[config.mk]
export PLATFORM = sky130hd
export DESIGN_NAME = lfsr_rng_scheduler
export DESIGN_NICKNAME = d
export VERILOG_FILES = /design/src/rtl/lfsr_rng_scheduler.sv
export SDC_FILE = /design/constraint.sdc
export NUM_CORES = 1
export LEC_CHECK = 0
export ABC_AREA = 1
export BUFFER_PORTS_ARGS = -buffer_cell sky130_fd_sc_hd__buf_2
export CORE_MARGIN = 1
export CORE_UTILIZATION = 50
export CTS_BUF_LIST = sky130_fd_sc_hd__clkbuf_2
export DETAILED_ROUTE_END_ITERATION = 8
export MAX_ROUTING_LAYER = met4
export PLACE_DENSITY = 0.71
export SLEW_MARGIN = 10
export SYNTH_ARGS = -nofsm -noshare
export SYNTH_HDL_FRONTEND = slang
export SYNTH_SLANG_ARGS = --single-unit
[constraint.sdc]
create_clock -name clk -period 4.4 [get_ports clk]
set_clock_uncertainty 0.05 [all_clocks]
set_input_delay 0.44 -clock clk [delete_from_list [all_inputs] [get_ports clk]]
set_output_delay 0.44 -clock clk [all_outputs]
set_load 0.01 [all_outputs]
[src/rtl/lfsr_rng_scheduler.sv]
// Shares one Fibonacci LFSR between NREQ requesters with round-robin arbitration,
// advancing it STEPS times per grant and delivering the word with a one-hot grant pulse.
module lfsr_rng_scheduler #(
  parameter int              WIDTH = 8,
  parameter int              NREQ  = 4,
  parameter logic [WIDTH-1:0] TAPS = 8'hB8,
  parameter logic [WIDTH-1:0] SEED = 8'h01,
  parameter int              STEPS = 8
) (
  input  logic             clk,
  input  logic             reset,
  input  logic [NREQ-1:0]  req,
  input  logic             seed_load,
  input  logic [WIDTH-1:0] seed_data,
  output logic [NREQ-1:0]  gnt,
  output logic [WIDTH-1:0] rnd_out,
  output logic             rnd_valid,
  output logic             busy
);

  localparam int PW = $clog2(NREQ);

  typedef enum logic [1:0] {
    IDLE  = 2'd0,
    STEP  = 2'd1,
    GRANT = 2'd2
  } state_t;

  state_t           state_r;
  logic [WIDTH-1:0] lfsr_r;
  logic [PW-1:0]    rr_ptr_r;
  logic [PW-1:0]    sel_r;
  logic [7:0]       step_cnt_r;
  logic [NREQ-1:0]  gnt_r;
  logic [WIDTH-1:0] rnd_out_r;
  logic             rnd_valid_r;
  logic             busy_r;

  logic [PW-1:0]    pick_s;
  logic             any_req_s;
  logic [WIDTH-1:0] shift_s;
  logic [WIDTH-1:0] seed_val_s;

  function automatic logic [WIDTH-1:0] lfsr_shift(input logic [WIDTH-1:0] v);
    return {v[WIDTH-2:0], ^(v & TAPS)};
  endfunction

  // First requester at or after the pointer, wrapping modulo NREQ.
  function automatic logic [PW-1:0] rr_pick(input logic [NREQ-1:0] r, input logic [PW-1:0] p);
    logic [PW-1:0] pick;
    logic [PW-1:0] idx_v;
    logic          found;
    logic          hit;
    pick  = p;
    found = 1'b0;
    for (int i = 0; i < NREQ; i++) begin
      idx_v = PW'((int'(p) + i) % NREQ);
      hit   = !found && r[idx_v];
      pick  = hit ? idx_v : pick;
      found = found | hit;
    end
    return pick;
  endfunction

  function automatic logic [PW-1:0] rr_next(input logic [PW-1:0] s);
    return (int'(s) == NREQ - 1) ? {PW{1'b0}} : s + {{(PW-1){1'b0}}, 1'b1};
  endfunction

  function automatic logic [NREQ-1:0] onehot(input logic [PW-1:0] s);
    return {{(NREQ-1){1'b0}}, 1'b1} << s;
  endfunction

  // Arbitration pick, next LFSR value and sanitised seed.
  always_comb begin
    pick_s    = rr_pick(req, rr_ptr_r);
    any_req_s = |req;
    shift_s   = lfsr_shift(lfsr_r);
    if (seed_data == {WIDTH{1'b0}}) begin
      seed_val_s = SEED;
    end else begin
      seed_val_s = seed_data;
    end
  end

  // Scheduler FSM with registered outputs.
  always_ff @(posedge clk) begin
    if (reset) begin
      state_r     <= IDLE;
      lfsr_r      <= SEED;
      rr_ptr_r    <= {PW{1'b0}};
      sel_r       <= {PW{1'b0}};
      step_cnt_r  <= 8'd0;
      gnt_r       <= {NREQ{1'b0}};
      rnd_out_r   <= {WIDTH{1'b0}};
      rnd_valid_r <= 1'b0;
      busy_r      <= 1'b0;
    end else begin
      case (state_r)
        IDLE: begin
          gnt_r       <= {NREQ{1'b0}};
          rnd_valid_r <= 1'b0;
          // Seeding wins over a same-cycle request; the request is seen next cycle.
          if (seed_load) begin
            lfsr_r <= seed_val_s;
          end else if (any_req_s) begin
            sel_r      <= pick_s;
            step_cnt_r <= 8'(STEPS - 1);
            busy_r     <= 1'b1;
            state_r    <= STEP;
          end
        end
        STEP: begin
          lfsr_r <= shift_s;
          if (step_cnt_r == 8'd0) begin
            gnt_r       <= onehot(sel_r);
            rnd_valid_r <= 1'b1;
            rnd_out_r   <= shift_s;
            state_r     <= GRANT;
          end else begin
            step_cnt_r <= step_cnt_r - 8'd1;
          end
        end
        GRANT: begin
          gnt_r       <= {NREQ{1'b0}};
          rnd_valid_r <= 1'b0;
          busy_r      <= 1'b0;
          rr_ptr_r    <= rr_next(sel_r);
          state_r     <= IDLE;
        end
        default: begin
          gnt_r       <= {NREQ{1'b0}};
          rnd_valid_r <= 1'b0;
          busy_r      <= 1'b0;
          state_r     <= IDLE;
        end
      endcase
    end
  end

  assign gnt       = gnt_r;
  assign rnd_out   = rnd_out_r;
  assign rnd_valid = rnd_valid_r;
  assign busy      = busy_r;

endmodule

After elaboration in Yosys (flattened, before gate mapping)
Index checks and enable logic that the tools add are counted.
- register bits: 36
- input bits: 15
- shifts and indexed selects: 1
- multiplexer cells: 26
- $lt $le $gt $ge: 4
- bitwise gates (word level): 4
- equal/unequal tests: 8
- $add $sub $neg: 5
- reductions and logical operators: 19
- operators by type and width (cell ; number):
    two-way mux 8 bit ; 5
    one-hot mux 8 bit (2 select lines) ; 2
    zero test 8 bit ; 2
    two-way mux 2 bit ; 7
    less-than comparator 2 x 3 -> 1 bit, second input constant ; 4
    != test 2 bit, second input constant ; 5
    AND reduction 3 bit ; 3
    binary-select mux 1 bit (select 2 bit) ; 4
    XOR reduction 8 bit ; 1
    subtractor 8 x 1 -> 8 bit, second input constant ; 1
    two-way mux 1 bit ; 6
    adder 2 x 1 -> 2 bit, second input constant ; 2
    adder 2 bit, second input constant ; 2
    == test 2 x 1 -> 1 bit, second input constant ; 2
    one-hot mux 2 bit (2 select lines) ; 1
    AND reduction 2 bit ; 2
    AND reduction 4 bit ; 1
    OR reduction 4 bit ; 1
    left shift 1 x 2 -> 4 bit, first input constant ; 1
    logical AND 1 bit ; 3
    zero test 1 bit ; 3
    == test 2 bit, second input constant ; 1
    zero test 2 bit ; 1
    inverter 1 bit ; 2
    4 further kinds ; 5

Depth between registers and ports, before layout
- depth in word-level cells: 11
- mapped depth: 12
- mapped depth without buffers: 12

Worst setup path before layout
Ideal clock, no wire load.
- path kind: register -> register
- start point: register step_cnt_r[0]
- end point: register step_cnt_r[6]
- arrival: 1321 ps
- stages on the path, launching flop included: 11
- setup time: 114 ps
- setup slack: 2915 ps
- path buffers: 0
- cell sequence: dfxtp_1 > inv_1 > ha_1 > inv_1 > nor3_1 > nand2_2 > nand2_2 > nand2_4 > nand3_2 > xor2_1 > nor2_1
- cells in the longest elaborated chain, start to end: 3
- elaborated cells on any way between the ends: 6
- RTL lines (what ; line ; source):
    start, declared ; 33 ; logic [7:0] step_cnt_r;
    start signal, assigned ; 107 ; step_cnt_r <= 8'(STEPS - 1);
    start signal, assigned ; 120 ; step_cnt_r <= step_cnt_r - 8'd1;
    subtractor 8 x 1 -> 8 bit / zero test 8 bit (equally long branches) ; 120, 114 ;
    two-way mux 8 bit / != test 2 bit (equally long branches) ; -- ;
    one-hot mux 8 bit (2 select lines) / AND reduction 4 bit (equally long branches) ; -- ;
Several ways; a longest one is shown, not always the timed one. The select of a mux whose other input is x is not followed.
A chain may end at the register's enable or synchronous reset.

Worst setup path after layout
- start point: register step_cnt_r[0]
- end point: register step_cnt_r[2]
Same word-level chain as after synthesis.

==> impl_metrics.csv <==
group,metric,value,unit
setup_path,slowest_stage,"dfxtp_1",
clock_tree,post-cts-setup-buffers,0,
yosys,synth-main-ff-cell,"dfxtp_1",
setup_path,slowest_delay,0.33,ns
sta,finalSetupViolations,0,
clock_tree,cts_max_level,2,
floorplanning,ios,29,
run,drv_cap,0,
floorplanning,coreArea,3689,um2
floorplanning,start_util,0.5275,
clock_tree,cts_inserted_buffers,5,
finish,multi_input_area,1047,um2
sta,period_needed,1.726,ns
clock_tree,clock_path_buffers,2,
finish,layout-drive-gt1-share,0.1923,
routing,wl_per_cell,11.30,um
routing,drt-total-wl,4.067,mm
yosys,synthCells,282,
yosys,synth-edff-count,0,
yosys,netlist_area,1946,um2
finish,mostFrequentLayoutCells,"nand2_1, dfxtp_1, inv_1, buf_2, o21ai_0",
global_route,grt_pass1_wl,7.051,mm
yosys,ys_async_sr_fraction,0,
setup_path,crit_path_start_kind,"flop",
global_route,grt-ovfl-total,0,
finish,fill_cells,380,
setup_path,r2r_cells,10,
placed_design,portBuffers,28,
routing,drtIter0Drc,153,
run_status,status,"completed",
setup_path,worstPathCellList,"inv_1, ha_1, inv_1, nor3_1, nand2_2, nand2_2, nand2_4, nand2_1, nand2_1, a31oi_1",
sta,fmax,579.5,MHz
pwr,p_per_area,388.1,nW/um2
clock_tree,clk_pin_slew,0.19,ns
sta,fin_setup_tns,0,ns
clock_tree,postCtsHoldBufs,0,
setup_path,cp.required,4.65,ns
setup_path,crit_path_end_kind,"flop",
yosys,yosysWarnings,0,
yosys,synth-seq-cells,36,
sta,period_share,0.3922,
floorplanning,die_w,64.38,um
yosys,syn_avg_cell_area,6.899,um2
floorplanning,dieArea,4145,um2
setup_path,cp.arrival,1.98,ns
global_route,grt_pass1_vias,1657,
routing,dr.pass1.iters,6,
floorplanning,die_y,64.38,um
global_route,grt_start_max_net_pins,20,
sta,rsz0062_at_grt,"false",
clock_tree,clock_sinks,36,
sta,slew_headroom,0.6728,
yosys,synth_seq_area_share,0.3704,
finish,diodes,0,
setup_path,worst-path-max-fanout,14,
pwr,ir_worst_vdd,0.1608,mV
yosys,synthesis.nets,303,
min_path,hold_depth,2,
sta,worst_pin_slew,0.4903,ns
global_route,grt_util_all_layers,0.2225,
routing,ant_nets,0,
sta,hold_viol_final,0,
pwr,power,0.8449,mW
finish,synthToLayoutAreaGrowth,11.90,%
setup_path,crit_type,"reg2reg",
sta,drv_slew,0,
clock_tree,cts_tree,"built",
min_path,hp-class,"in2reg",
clock_tree,clk_latency,0.39,ns
clock_tree,cts-root-buf,"clkbuf_2",
finish,nets,332,
routing,vias_per_cell,5.042,
placed_design,dp_hpwl,3.049,mm
floorplanning,rows,22,
routing,drc_errors,0,
finish,layout.cells.most_common,"nand2_1",
global_route,antenna_found_initial,0,
clock_tree,cts_repair_resize_count,0,
routing,vias,1815,
placed_design,gp_congestion,0.8546,
yosys,ys_types,30,
finish,seqCellArea,720.7,um2
pwr,leakagePower,1.082,nW
final timing paths:
path / from / to / slack (ns)
worst min register to register: gnt[1] / gnt[1] / 0.43
worst max-delay path: step_cnt_r[0] / step_cnt_r[2] / 2.67
worst min-delay path: reset / step_cnt_r[5] / 0.27
worst max register to register: step_cnt_r[0] / step_cnt_r[2] / 2.67
power breakdown:
| part | switching, mW | internal (mW) | total, mW | leakage [nW] |
|---|---|---|---|---|
| clock | 0.109 | 0.0979 | 0.207 | 0.0430 |
| combinational | 0.161 | 0.0861 | 0.247 | 0.744 |
| sequential | 0.0292 | 0.362 | 0.391 | 0.295 |
| total | 0.299 | 0.546 | 0.845 | 1.08 |
synthesized netlist by cell type (all sizes together) (4+ instances only):
cell | n | area, um2
a21oi | 19 | 98.85
buf | 4 | 26.27
dfxtp | 36 | 720.7
ha | 6 | 75.07
inv | 37 | 138.9
nand2 | 82 | 337.8
nand3 | 19 | 105.1
nor2 | 25 | 122.6
nor3 | 8 | 45.04
o21ai | 28 | 143.9
xor2 | 6 | 52.55
layout make-up:
| cell class | instances | area share |
|---|---|---|
| clock buffer | 6 | 0.01379 |
| sequential | 36 | 0.3310 |
| tap | 48 | 0.02759 |
| clock inverter | 2 | 0.01609 |
| multi-input combinational | 202 | 0.4810 |
| timing repair buffer | 28 | 0.06437 |
| inverter | 38 | 0.06609 |
critical path, delay by kind of cell (launching register included):
family,cells,cell delay [ns]
adders and majority gates,1,0.17
DFF,1,0.33
buffers and inverters,2,0.19
AOI/OAI and AO/OA,1,0.14
and+or+nand+nor,6,0.77
sequential cells by signal, indices dropped and copies added (netlist names):
| name | cells |
|---|---|
| lfsr_r | 8 |
| rnd_out | 8 |
| step_cnt_r | 8 |
| gnt | 4 |
| rr_ptr_r | 2 |
| sel_r | 2 |
| state_r | 2 |
| busy | 1 |
| rnd_valid | 1 |
metrics by stage:
| stage | area (um2) | hold WS, ns | cells | setup WS [ns] | utilization |
|---|---|---|---|---|---|
| 4_1_cts | 2177 | 0.2684 | 360 | 2.641 | 0.5902 |
| 2_1_floorplan | 1946 | 0.4095 | 282 | 2.915 | - |
| 3_3_place_gp | 2112 | 0.4153 | 352 | 2.718 | 0.5726 |
| 3_5_place_dp | 2112 | 0.4107 | 352 | 2.670 | 0.5726 |
| 6_report | 2177 | 0.2695 | 360 | 2.674 | 0.5902 |
| 5_1_grt | 2177 | 0.2617 | 360 | 2.482 | 0.5902 |
metal layers:
| layer | vias to the layer above | share of wire | global-route usage |
|---|---|---|---|
| met2 | 41 | 0.47 | 0.3737 |
| met4 | 0 | 0.010 | 0.07500 |
| met5 | - | 0 | - |
| met1 | 811 | 0.47 | 0.2651 |
| met3 | 6 | 0.045 | 0.04286 |
| li1 | 957 | - | - |
cells by family (layout without fill, tap and decap cells):
kind of cell / after synthesis / in the layout / share of synthesized area
AOI/OAI and AO/OA: 53 / 53 / 0.1466
xor gates and xnor gates: 8 / 8 / 0.03601
adders and majority gates: 6 / 6 / 0.03858
buffers and inverters: 44 / 74 / 0.09131
DFF: 36 / 36 / 0.3704
and+or+nand+nor: 135 / 135 / 0.3170
Note: power is estimated with default switching activity, not from simulation.
